$ cat src/rtl/uart_xcvr.sv
// Full-duplex UART transceiver: runtime baud divisor, optional parity, 1/2 stop bits,
// 2-of-3 majority RX sampling, valid/ready byte handshakes and error reporting.
module uart_xcvr #(
    parameter int DATA_BITS   = 8,
    parameter int DIV_W       = 16,
    parameter int OVERSAMPLE  = 16,
    parameter int SYNC_STAGES = 2
) (
    input  logic                 clk_i,
    input  logic                 rst_ni,
    input  logic [DIV_W-1:0]     baud_div_i,
    input  logic                 parity_en_i,
    input  logic                 parity_odd_i,
    input  logic                 two_stop_i,
    input  logic [DATA_BITS-1:0] tx_data_i,
    input  logic                 tx_valid_i,
    output logic                 tx_ready_o,
    output logic                 uart_txd_o,
    input  logic                 uart_rxd_i,
    output logic [DATA_BITS-1:0] rx_data_o,
    output logic                 rx_valid_o,
    input  logic                 rx_ready_i,
    output logic                 rx_parity_err_o,
    output logic                 rx_frame_err_o,
    output logic                 rx_overrun_o
);

    localparam int CW = $clog2(OVERSAMPLE + 1);
    localparam int BW = $clog2(DATA_BITS);
    localparam logic [CW-1:0] C_LAST       = CW'(OVERSAMPLE - 1);
    localparam logic [CW-1:0] C_START_LAST = CW'(OVERSAMPLE);
    localparam logic [CW-1:0] C_S0         = CW'(OVERSAMPLE / 2 - 1);
    localparam logic [CW-1:0] C_S1         = CW'(OVERSAMPLE / 2);
    localparam logic [CW-1:0] C_S2         = CW'(OVERSAMPLE / 2 + 1);
    localparam logic [BW-1:0] B_LAST       = BW'(DATA_BITS - 1);

    typedef enum logic [2:0] {S_IDLE, S_START, S_DATA, S_PARITY, S_STOP} state_e;

    logic [DIV_W-1:0] r_div_cnt;
    logic             w_tick;

    assign w_tick = (r_div_cnt >= baud_div_i);

    always_ff @(posedge clk_i or negedge rst_ni) begin
        if (!rst_ni)     r_div_cnt <= '0;
        else if (w_tick) r_div_cnt <= '0;
        else             r_div_cnt <= r_div_cnt + 1'b1;
    end

    // ---------------- transmitter ----------------
    state_e                r_tx_state;
    logic [CW-1:0]         r_tx_cnt;
    logic [BW-1:0]         r_tx_bit;
    logic [DATA_BITS-1:0]  r_tx_shift;
    logic                  r_tx_par;
    logic                  r_tx_pen;
    logic                  r_tx_two;
    logic                  r_tx_stop2;
    logic                  r_txd;
    logic                  r_tx_ready;
    logic                  w_tx_end;

    // The start bit runs a partial tick up to the first tick (a tick landing on the
    // accept cycle counts as that one) followed by OVERSAMPLE full ticks.
    assign w_tx_end = w_tick &&
                      (r_tx_cnt == ((r_tx_state == S_START) ? C_START_LAST : C_LAST));

    always_ff @(posedge clk_i or negedge rst_ni) begin
        if (!rst_ni) begin
            r_tx_state <= S_IDLE;
            r_tx_cnt   <= '0;
            r_tx_bit   <= '0;
            r_tx_shift <= '0;
            r_tx_par   <= 1'b0;
            r_tx_pen   <= 1'b0;
            r_tx_two   <= 1'b0;
            r_tx_stop2 <= 1'b0;
            r_txd      <= 1'b1;
            r_tx_ready <= 1'b0;
        end else begin
            if (w_tick && r_tx_state != S_IDLE)
                r_tx_cnt <= w_tx_end ? '0 : r_tx_cnt + 1'b1;
            case (r_tx_state)
                S_IDLE: begin
                    r_txd      <= 1'b1;
                    r_tx_ready <= 1'b1;
                    if (tx_valid_i && r_tx_ready) begin
                        r_tx_shift <= tx_data_i;
                        r_tx_par   <= (^tx_data_i) ^ parity_odd_i;
                        r_tx_pen   <= parity_en_i;
                        r_tx_two   <= two_stop_i;
                        r_tx_cnt   <= w_tick ? CW'(1) : '0;
                        r_txd      <= 1'b0;
                        r_tx_ready <= 1'b0;
                        r_tx_state <= S_START;
                    end
                end
                S_START: if (w_tx_end) begin
                    r_txd      <= r_tx_shift[0];
                    r_tx_shift <= r_tx_shift >> 1;
                    r_tx_bit   <= '0;
                    r_tx_state <= S_DATA;
                end
                S_DATA: if (w_tx_end) begin
                    if (r_tx_bit == B_LAST) begin
                        r_txd      <= r_tx_pen ? r_tx_par : 1'b1;
                        r_tx_stop2 <= 1'b0;
                        r_tx_state <= r_tx_pen ? S_PARITY : S_STOP;
                    end else begin
                        r_txd      <= r_tx_shift[0];
                        r_tx_shift <= r_tx_shift >> 1;
                        r_tx_bit   <= r_tx_bit + 1'b1;
                    end
                end
                S_PARITY: if (w_tx_end) begin
                    r_txd      <= 1'b1;
                    r_tx_stop2 <= 1'b0;
                    r_tx_state <= S_STOP;
                end
                S_STOP: if (w_tx_end) begin
                    if (r_tx_two && !r_tx_stop2) begin
                        r_tx_stop2 <= 1'b1;
                    end else begin
                        r_tx_ready <= 1'b1;
                        r_tx_state <= S_IDLE;
                    end
                end
                default: r_tx_state <= S_IDLE;
            endcase
        end
    end

    assign tx_ready_o = r_tx_ready;
    assign uart_txd_o = r_txd;

    // ---------------- receiver ----------------
    logic [SYNC_STAGES-1:0] r_sync;
    logic                   w_rxd;

    always_ff @(posedge clk_i or negedge rst_ni) begin
        if (!rst_ni) r_sync <= '1;
        else         r_sync <= {r_sync[SYNC_STAGES-2:0], uart_rxd_i};
    end

    assign w_rxd = r_sync[SYNC_STAGES-1];

    state_e                r_rx_state;
    logic [CW-1:0]         r_rx_cnt;
    logic [BW-1:0]         r_rx_bit;
    logic [DATA_BITS-1:0]  r_rx_shift;
    logic                  r_rx_pen;
    logic                  r_rx_odd;
    logic                  r_rx_armed;
    logic                  r_rx_v0;
    logic                  r_rx_v1;
    logic                  r_rx_perr;
    logic [DATA_BITS-1:0]  r_rx_data;
    logic                  r_rx_valid;
    logic                  r_rx_perr_o;
    logic                  r_rx_ferr_o;
    logic                  r_rx_ovr;
    logic                  w_rx_vote;
    logic                  w_rx_decide;
    logic                  w_rx_bit_end;

    assign w_rx_vote    = (r_rx_v0 & r_rx_v1) | (r_rx_v0 & w_rxd) | (r_rx_v1 & w_rxd);
    assign w_rx_decide  = w_tick && (r_rx_cnt == C_S2) && (r_rx_state != S_IDLE);
    assign w_rx_bit_end = w_tick && (r_rx_cnt == C_LAST);

    always_ff @(posedge clk_i or negedge rst_ni) begin
        if (!rst_ni) begin
            r_rx_state  <= S_IDLE;
            r_rx_cnt    <= '0;
            r_rx_bit    <= '0;
            r_rx_shift  <= '0;
            r_rx_pen    <= 1'b0;
            r_rx_odd    <= 1'b0;
            r_rx_armed  <= 1'b0;
            r_rx_v0     <= 1'b1;
            r_rx_v1     <= 1'b1;
            r_rx_perr   <= 1'b0;
            r_rx_data   <= '0;
            r_rx_valid  <= 1'b0;
            r_rx_perr_o <= 1'b0;
            r_rx_ferr_o <= 1'b0;
            r_rx_ovr    <= 1'b0;
        end else begin
            r_rx_ovr <= 1'b0;
            if (r_rx_valid && rx_ready_i) r_rx_valid <= 1'b0;
            if (w_tick && w_rxd)          r_rx_armed <= 1'b1;
            if (w_tick && r_rx_state != S_IDLE) begin
                r_rx_cnt <= w_rx_bit_end ? '0 : r_rx_cnt + 1'b1;
                if (r_rx_cnt == C_S0) r_rx_v0 <= w_rxd;
                if (r_rx_cnt == C_S1) r_rx_v1 <= w_rxd;
            end
            case (r_rx_state)
                S_IDLE: if (w_tick && r_rx_armed && !w_rxd) begin
                    r_rx_cnt   <= '0;
                    r_rx_pen   <= parity_en_i;
                    r_rx_odd   <= parity_odd_i;
                    r_rx_perr  <= 1'b0;
                    r_rx_state <= S_START;
                end
                S_START: begin
                    if (w_rx_decide && w_rx_vote) r_rx_state <= S_IDLE;
                    else if (w_rx_bit_end) begin
                        r_rx_bit   <= '0;
                        r_rx_state <= S_DATA;
                    end
                end
                S_DATA: begin
                    if (w_rx_decide) r_rx_shift <= {w_rx_vote, r_rx_shift[DATA_BITS-1:1]};
                    if (w_rx_bit_end) begin
                        if (r_rx_bit == B_LAST) r_rx_state <= r_rx_pen ? S_PARITY : S_STOP;
                        else                    r_rx_bit   <= r_rx_bit + 1'b1;
                    end
                end
                S_PARITY: begin
                    if (w_rx_decide)  r_rx_perr  <= w_rx_vote ^ (^r_rx_shift) ^ r_rx_odd;
                    if (w_rx_bit_end) r_rx_state <= S_STOP;
                end
                S_STOP: if (w_rx_decide) begin
                    // Disarm on a framing error so a held-low break yields a single frame.
                    r_rx_state <= S_IDLE;
                    if (!w_rx_vote) r_rx_armed <= 1'b0;
                    if (!r_rx_valid || rx_ready_i) begin
                        r_rx_data   <= r_rx_shift;
                        r_rx_perr_o <= r_rx_perr;
                        r_rx_ferr_o <= !w_rx_vote;
                        r_rx_valid  <= 1'b1;
                    end else begin
                        r_rx_ovr <= 1'b1;
                    end
                end
                default: r_rx_state <= S_IDLE;
            endcase
        end
    end

    assign rx_data_o       = r_rx_data;
    assign rx_valid_o      = r_rx_valid;
    assign rx_parity_err_o = r_rx_perr_o;
    assign rx_frame_err_o  = r_rx_ferr_o;
    assign rx_overrun_o    = r_rx_ovr;

endmodule

$ cat config.mk
export PLATFORM = sky130hd
export DESIGN_NAME = uart_xcvr
export DESIGN_NICKNAME = d
export VERILOG_FILES = /design/src/rtl/uart_xcvr.sv
export SDC_FILE = /design/constraint.sdc
export NUM_CORES = 1
export LEC_CHECK = 0
export ABC_AREA = 1
export BUFFER_PORTS_ARGS = -buffer_cell sky130_fd_sc_hd__clkbuf_2
export CORE_ASPECT_RATIO = 0.7
export CORE_MARGIN = 2
export CORE_UTILIZATION = 59
export DETAILED_ROUTE_END_ITERATION = 6
export PLACE_DENSITY = 0.8
export REMOVE_ABC_BUFFERS = 1
export SETUP_SLACK_MARGIN = 0.3
export SLEW_MARGIN = 0
export SYNTH_ARGS = -nofsm -noshare
export SYNTH_HDL_FRONTEND = slang
export SYNTH_SLANG_ARGS = --single-unit
$ cat constraint.sdc
create_clock -name clk_i -period 3 [get_ports clk_i]
set_clock_uncertainty 0.2 [all_clocks]
set_input_delay 0.6 -clock clk_i [delete_from_list [all_inputs] [get_ports clk_i]]
set_output_delay 0.6 -clock clk_i [all_outputs]
set_load 0.1 [all_outputs]
# Word level (Yosys, flattened, before mapping)
# Index checks and enable logic that the tools add are counted.
[word_totals]
word_cells = 194
input_bits = 32
regBits = 80
[classes]
bitwise_logic = 8
n_lt_le_gt_ge = 1
n_mux = 73
n_reduce_logical = 46
n_eq_ne = 34
add_sub_neg = 5
[op_table]
columns = ["cell", "count"]
rows = [
  ["$mux W3", 23],
  ["$mux W5", 9],
  ["$ne A2 B2 Y1 const B", 18],
  ["$mux W8", 4],
  ["$pmux W3 S5", 2],
  ["$mux W1", 27],
  ["$pmux W8 S3", 1],
  ["$add A16 B1 Y16 const B", 1],
  ["$ge A16 B16 Y1", 1],
  ["$mux W16", 1],
  ["$reduce_xor A8 Y1", 2],
  ["$eq A5 B4 Y1 const B", 3],
  ["$logic_and A1 B1 Y1", 13],
  ["$eq A3 B2 Y1 const B", 4],
  ["$eq A3 B3 Y1 const B", 4],
  ["$pmux W3 S2", 2],
  ["$reduce_and A6 Y1", 2],
  ["$reduce_bool A3 Y1", 4],
  ["$add A5 B1 Y5 const B", 2],
  ["$reduce_and A2 Y1", 5],
  ["$reduce_and A5 Y1", 2],
  ["$reduce_and A3 Y1", 3],
  ["$reduce_and A4 Y1", 2],
  ["$reduce_bool A2 Y1", 4],
  ["16 further kinds", 28],
]

# Logic depth before layout (Yosys ltp)
[logic_depth]
depth_word = 8
depth_mapped = 18
depth_no_buf = 17

# Worst setup path before layout
# No wires, ideal clock.
[synth_path]
kind = "input-to-reg"
start = "in baud_div_i[11]"
end = "reg r_rx_ferr_o, in the netlist rx_frame_err_o"
cell_stages = 13
setup_time_ps = 125
arrival_time_ps = 2024
path_slack_ps = 651
n_path_buf = 1
path_cell_list = "inv_1 -> ha_1 -> a21oi_1 -> o21ai_0 -> a21oi_1 -> nand2_4 -> nand2_4 -> nor2_8 -> nand2_4 -> nor2_8 -> buf_6 -> nand2_1 -> nand2_1"
[synth_between]
elab_chain_cells = 4
[synth_rtl]
columns = ["element", "line", "text"]
rows = [
  ["from (decl)", "11", "input logic [DIV_W-1:0] baud_div_i,"],
  ["$ge A16 B16 Y1", "42", "assign w_tick = (r_div_cnt >= baud_div_i);"],
  ["$logic_and A1 B1 Y1 (2 in series)", "167", "assign w_rx_decide = w_tick && (r_rx_cnt == C_S2) && (r_rx_state != S_IDLE);"],
  ["$reduce_and A3 Y1 (no source line)", "n/a", ""],
  ["to (signal assigned)", "229", "r_rx_ferr_o <= !w_rx_vote;"],
  ["to (decl)", "160", "logic r_rx_ferr_o;"],
]
# Every way passes these cells.
# A chain may end at the register's enable or synchronous reset.

# Worst setup path in the final report
[layout_path]
start = "reg r_div_cnt[7]"
end = "reg r_rx_data[1], in the netlist rx_data_o[1]"
[layout_between]
elab_chain_cells = 4
[layout_rtl]
columns = ["element", "line", "text"]
rows = [
  ["from (decl)", "39", "logic [DIV_W-1:0] r_div_cnt;"],
  ["from (signal assigned)", "47", "else r_div_cnt <= r_div_cnt + 1'b1;"],
  ["$ge A16 B16 Y1", "42", ""],
  ["$logic_and A1 B1 Y1 (2 in series)", "167", ""],
  ["$reduce_and A3 Y1 (no source line)", "n/a", ""],
  ["to (signal assigned)", "227", "r_rx_data <= r_rx_shift;"],
  ["to (decl)", "157", "logic [DATA_BITS-1:0] r_rx_data;"],
]
# Every way passes these cells.

==> results_dict.tcl <==
set metrics [dict create \
    max_h_tree_level 3 \
    cp.required_ns 3.09 \
    period_share 0.832 \
    critical_path_arrival_ns 2.58 \
    floorplan.initialDensity 0.612 \
    regToRegSetupSlack_ns 0.50 \
    cell_internal_power_dissipation_mw 2.31 \
    postSynthRegisterBits 80 \
    place_congestion 0.898 \
    power.switching_fraction 0.398 \
    worst_skew_pair.late_latency_ns 0.36 \
    layout.core_utilization 0.690 \
    power.switching_mw 1.53 \
    synth.yosys.seq_area_share 0.446 \
    drc 0 \
    power_density_nw_per_um2 759 \
    drtIter0Drc 241 \
    asyncSetResetFlopFracSynth 1.00 \
    cts_made_buffers 9 \
    post_synthesis_cell_type_with_the_largest_combined_area "dfrtp_1" \
    post-route-cell-area_um2 5070 \
    cts_root_buf "clkbuf_8" \
    synth_most_common_cell "nand2_1" \
    clk_pin_slew_worst_paths_ns 0.08 \
    die_w_um 108 \
    critPathTopFamily "simple AND/OR/NAND/NOR gates" \
    flow.area_growth_from_synthesis_pct 12.7 \
    finish.net_count 672 \
    fmax_mhz 401 \
    synth_largest_type_area_fraction 0.417 \
    timing.final.setup_violations 0 \
    worst-path-max-fanout 18 \
    clockPowerShare 0.216 \
    path_cells "ha_1 > nand2_1 > inv_2 > nand2_1 > nor2_1 > nor2_1 > nand2_2 > nand2_2 > nand2_8 > nand2_4 > nor2_8 > nand2_4 > nor2_8 > nor2_1 > a21oi_1" \
    final.setup.tns_ns 0 \
    grt_util_overall 0.240 \
    drt_wl_total_um 8920 \
    die_area_um2 8350 \
    netlist-cell-type-count 37 \
    antenna_violations_before_repair 0 \
    vias_in_the_first_global_route 3611 \
    floorplan.core_area_um2 7350 \
    drv.max_cap_violation_count 0 \
    netlist_top_cells_area "dfrtp_1, nand2_1, inv_1" \
    post_route_cells_drive_above_1_share 0.153 \
    clock_tree.buffer_depth 2 \
    timing.hold.worst.class "in -> async" \
    maxSlewHeadroom 0.510 \
    place_area_um2 4840 \
    worst-r2r-cell-count 15 \
    routed-via-count 3779 \
    avgRoutedWirePerCell_um 12.4 \
    post_synthesis_mean_instance_area_um2 8.04 \
    critical_path.max_stage_delay_ns 0.45 \
    final.min_clock_period_ns 2.50 \
    combinationalPowerShare 0.386 \
    slew_viol_final 0 \
    first_pass_grt_wire_length_um 15800 \
    worst_path_most_repeated_cell "nor2_1" \
    synthesis.area_um2 4500 \
    rsz0062_at_grt "true" \
    worst_r2r_endpoint "rx_data_o[1]$_DFFE_PN0P_" \
    dp_slack_ns 0.224 \
    max_slew.worst_pin.slew_ns 0.732 \
    cp_num_buf_inv 1 \
    n_fill_cell 609 \
    worstSetupEndpointType "register" \
    reg2reg_from "r_div_cnt[7]$_DFF_PN0_" \
    hold_viol_final 0 \
    detail_route_antenna_nets 0 \
    numPortBuffers 45 \
    post_synth_most_frequent_cells "nand2_1, inv_1, dfrtp_1" \
    grt_max_degree 48 \
    drt_first_pass_iters 5 \
    synth-main-ff-cell "dfrtp_1" \
    top_level_ports 46 \
    seqPwrFrac 0.398 \
    via_per_inst 5.27 \
    dieHeight_um 77.1 \
    synthesis.yosys.warnings 0 \
    tritoncts "done" \
    syn-instance-count 560 \
    max-vdd-ir-drop_v 0.000823 \
    synth-edff-count 0 \
    global_route.overflow_total 0 \
    crit_slowest_cell "dfrtp_1" \
    cp-start-kind "register" \
    finalWorstSetupSlack_ns 0.504 \
    power.total_mw 3.85 \
    hpwl_um 6700 \
    cts_sinks 80 \
    setup.worst_path.class "reg -> reg" \
    cellLeakagePower_nw 2.68 \
    core.rowCount 26 \
    run_status "completed" \
    insertedDiodeCount 0 \
]
-- worst reg2reg max path, stage by stage, from the launching register on --
cell and delay [ns]:
dfrtp_1 0.45, ha_1 0.33, nand2_1 0.07, inv_2 0.06, nand2_1 0.06, nor2_1 0.11, nor2_1 0.06, nand2_2 0.07
nand2_2 0.09, nand2_8 0.15, nand2_4 0.13, nor2_8 0.14, nand2_4 0.12, nor2_8 0.21, nor2_1 0.06, a21oi_1 0.12
-- power by group through the flow --
stage	clock network (mW)	logic [mW]	registers, mW
after global routing	0.914	1.70	1.56
after CTS	0.853	1.43	1.53
final	0.831	1.49	1.53
after floorplan	0	1.02	1.59
after global placement	0	1.33	1.54
after detailed placement	0	1.41	1.54
-- logic make-up (layout without fill, tap and decap cells) --
group / after synthesis / count (layout) / share of synthesized area
AOI/OAI and AO/OA: 101 / 101 / 0.126
xor gates and xnor gates: 20 / 20 / 0.0389
adders and majority gates: 25 / 25 / 0.0695
buffers and inverters: 94 / 153 / 0.0823
DFF: 80 / 80 / 0.446
and+or+nand+nor: 240 / 240 / 0.237
-- final cells by class --
| type | count | area (um^2) | area share |
|---|---|---|---|
| multi-input cells | 386 | 2130 | 0.421 |
| flip-flops and latches | 80 | 2010 | 0.396 |
| inverters | 89 | 334 | 0.0659 |
| repair buffers | 49 | 270 | 0.0533 |
| clock buffers | 11 | 131 | 0.0259 |
| well taps | 98 | 123 | 0.0242 |
| clock inverters | 4 | 70.1 | 0.0138 |
-- routing by layer --
metal / up-vias / track usage / routed length (um)
met5: - / 0 / 0
met4: 0 / 0.0692 / 105
met3: 19 / 0.0663 / 425
met2: 92 / 0.389 / 4230
met1: 1761 / 0.315 / 4160
li1: 1907 / - / -
-- registers in the layout, summed over array words and instances, names as in the netlist, 2 cells and up --
| signal | cells |
|---|---|
| r_rx_shift | 8 |
| r_rx_bit | 3 |
| r_rx_cnt | 5 |
| r_div_cnt | 16 |
| r_sync | 2 |
| r_tx_cnt | 5 |
| r_tx_shift | 8 |
| r_tx_state | 3 |
| r_tx_bit | 3 |
| r_rx_state | 3 |
| rx_data_o | 8 |
-- how the worst max path moves through the flow --
stage / from / end / slack [ns] / depth (start not counted)
floorplan: baud_div_i[7] / rx_data_o[1]$_DFFE_PN0P_ / 0.61 / 16
global placement: baud_div_i[7] / rx_data_o[7]$_DFFE_PN0P_ / 0.33 / 17
detailed placement: baud_div_i[7] / rx_data_o[1]$_DFFE_PN0P_ / 0.22 / 17
CTS: r_div_cnt[7]$_DFF_PN0_ / rx_data_o[1]$_DFFE_PN0P_ / 0.44 / 15
global route: r_div_cnt[7]$_DFF_PN0_ / rx_data_o[1]$_DFFE_PN0P_ / 0.29 / 15
finish: r_div_cnt[7]$_DFF_PN0_ / rx_data_o[1]$_DFFE_PN0P_ / 0.50 / 15
-- stage by stage --
step / cells / hold WS, ns
after CTS: 716 / 0.0605
after global routing: 717 / 0.0724
after detailed placement: 701 / 0.148
final: 717 / 0.0446
after floorplan: 555 / 0.104
after global placement: 701 / 0.146
-- timing repair --
action | CTS | global route
hold buffers | 0 | 0
gates resized for setup | 0 | 2
buffers inserted | 0 | 1
endpoints found under the setup margin | 0 | 22
-- cells in the final DEF, fill, tap and decap left out, types with 4 or more instances in the layout --
cell	n
clkbuf_8	9
o21ai_1	7
nand2_1	125
nor3_1	14
nand3_1	15
o211ai_1	7
nor2_1	59
clkbuf_2	44
nor2_2	5
dfstp_2	5
o21ai_0	40
buf_4	4
nand4_1	5
ha_1	25
a21oi_1	34
dfrtp_1	75
inv_2	5
xor2_1	9
xnor2_1	11
nand2_2	4
inv_1	84
Power figures use the tool's default switching activity.
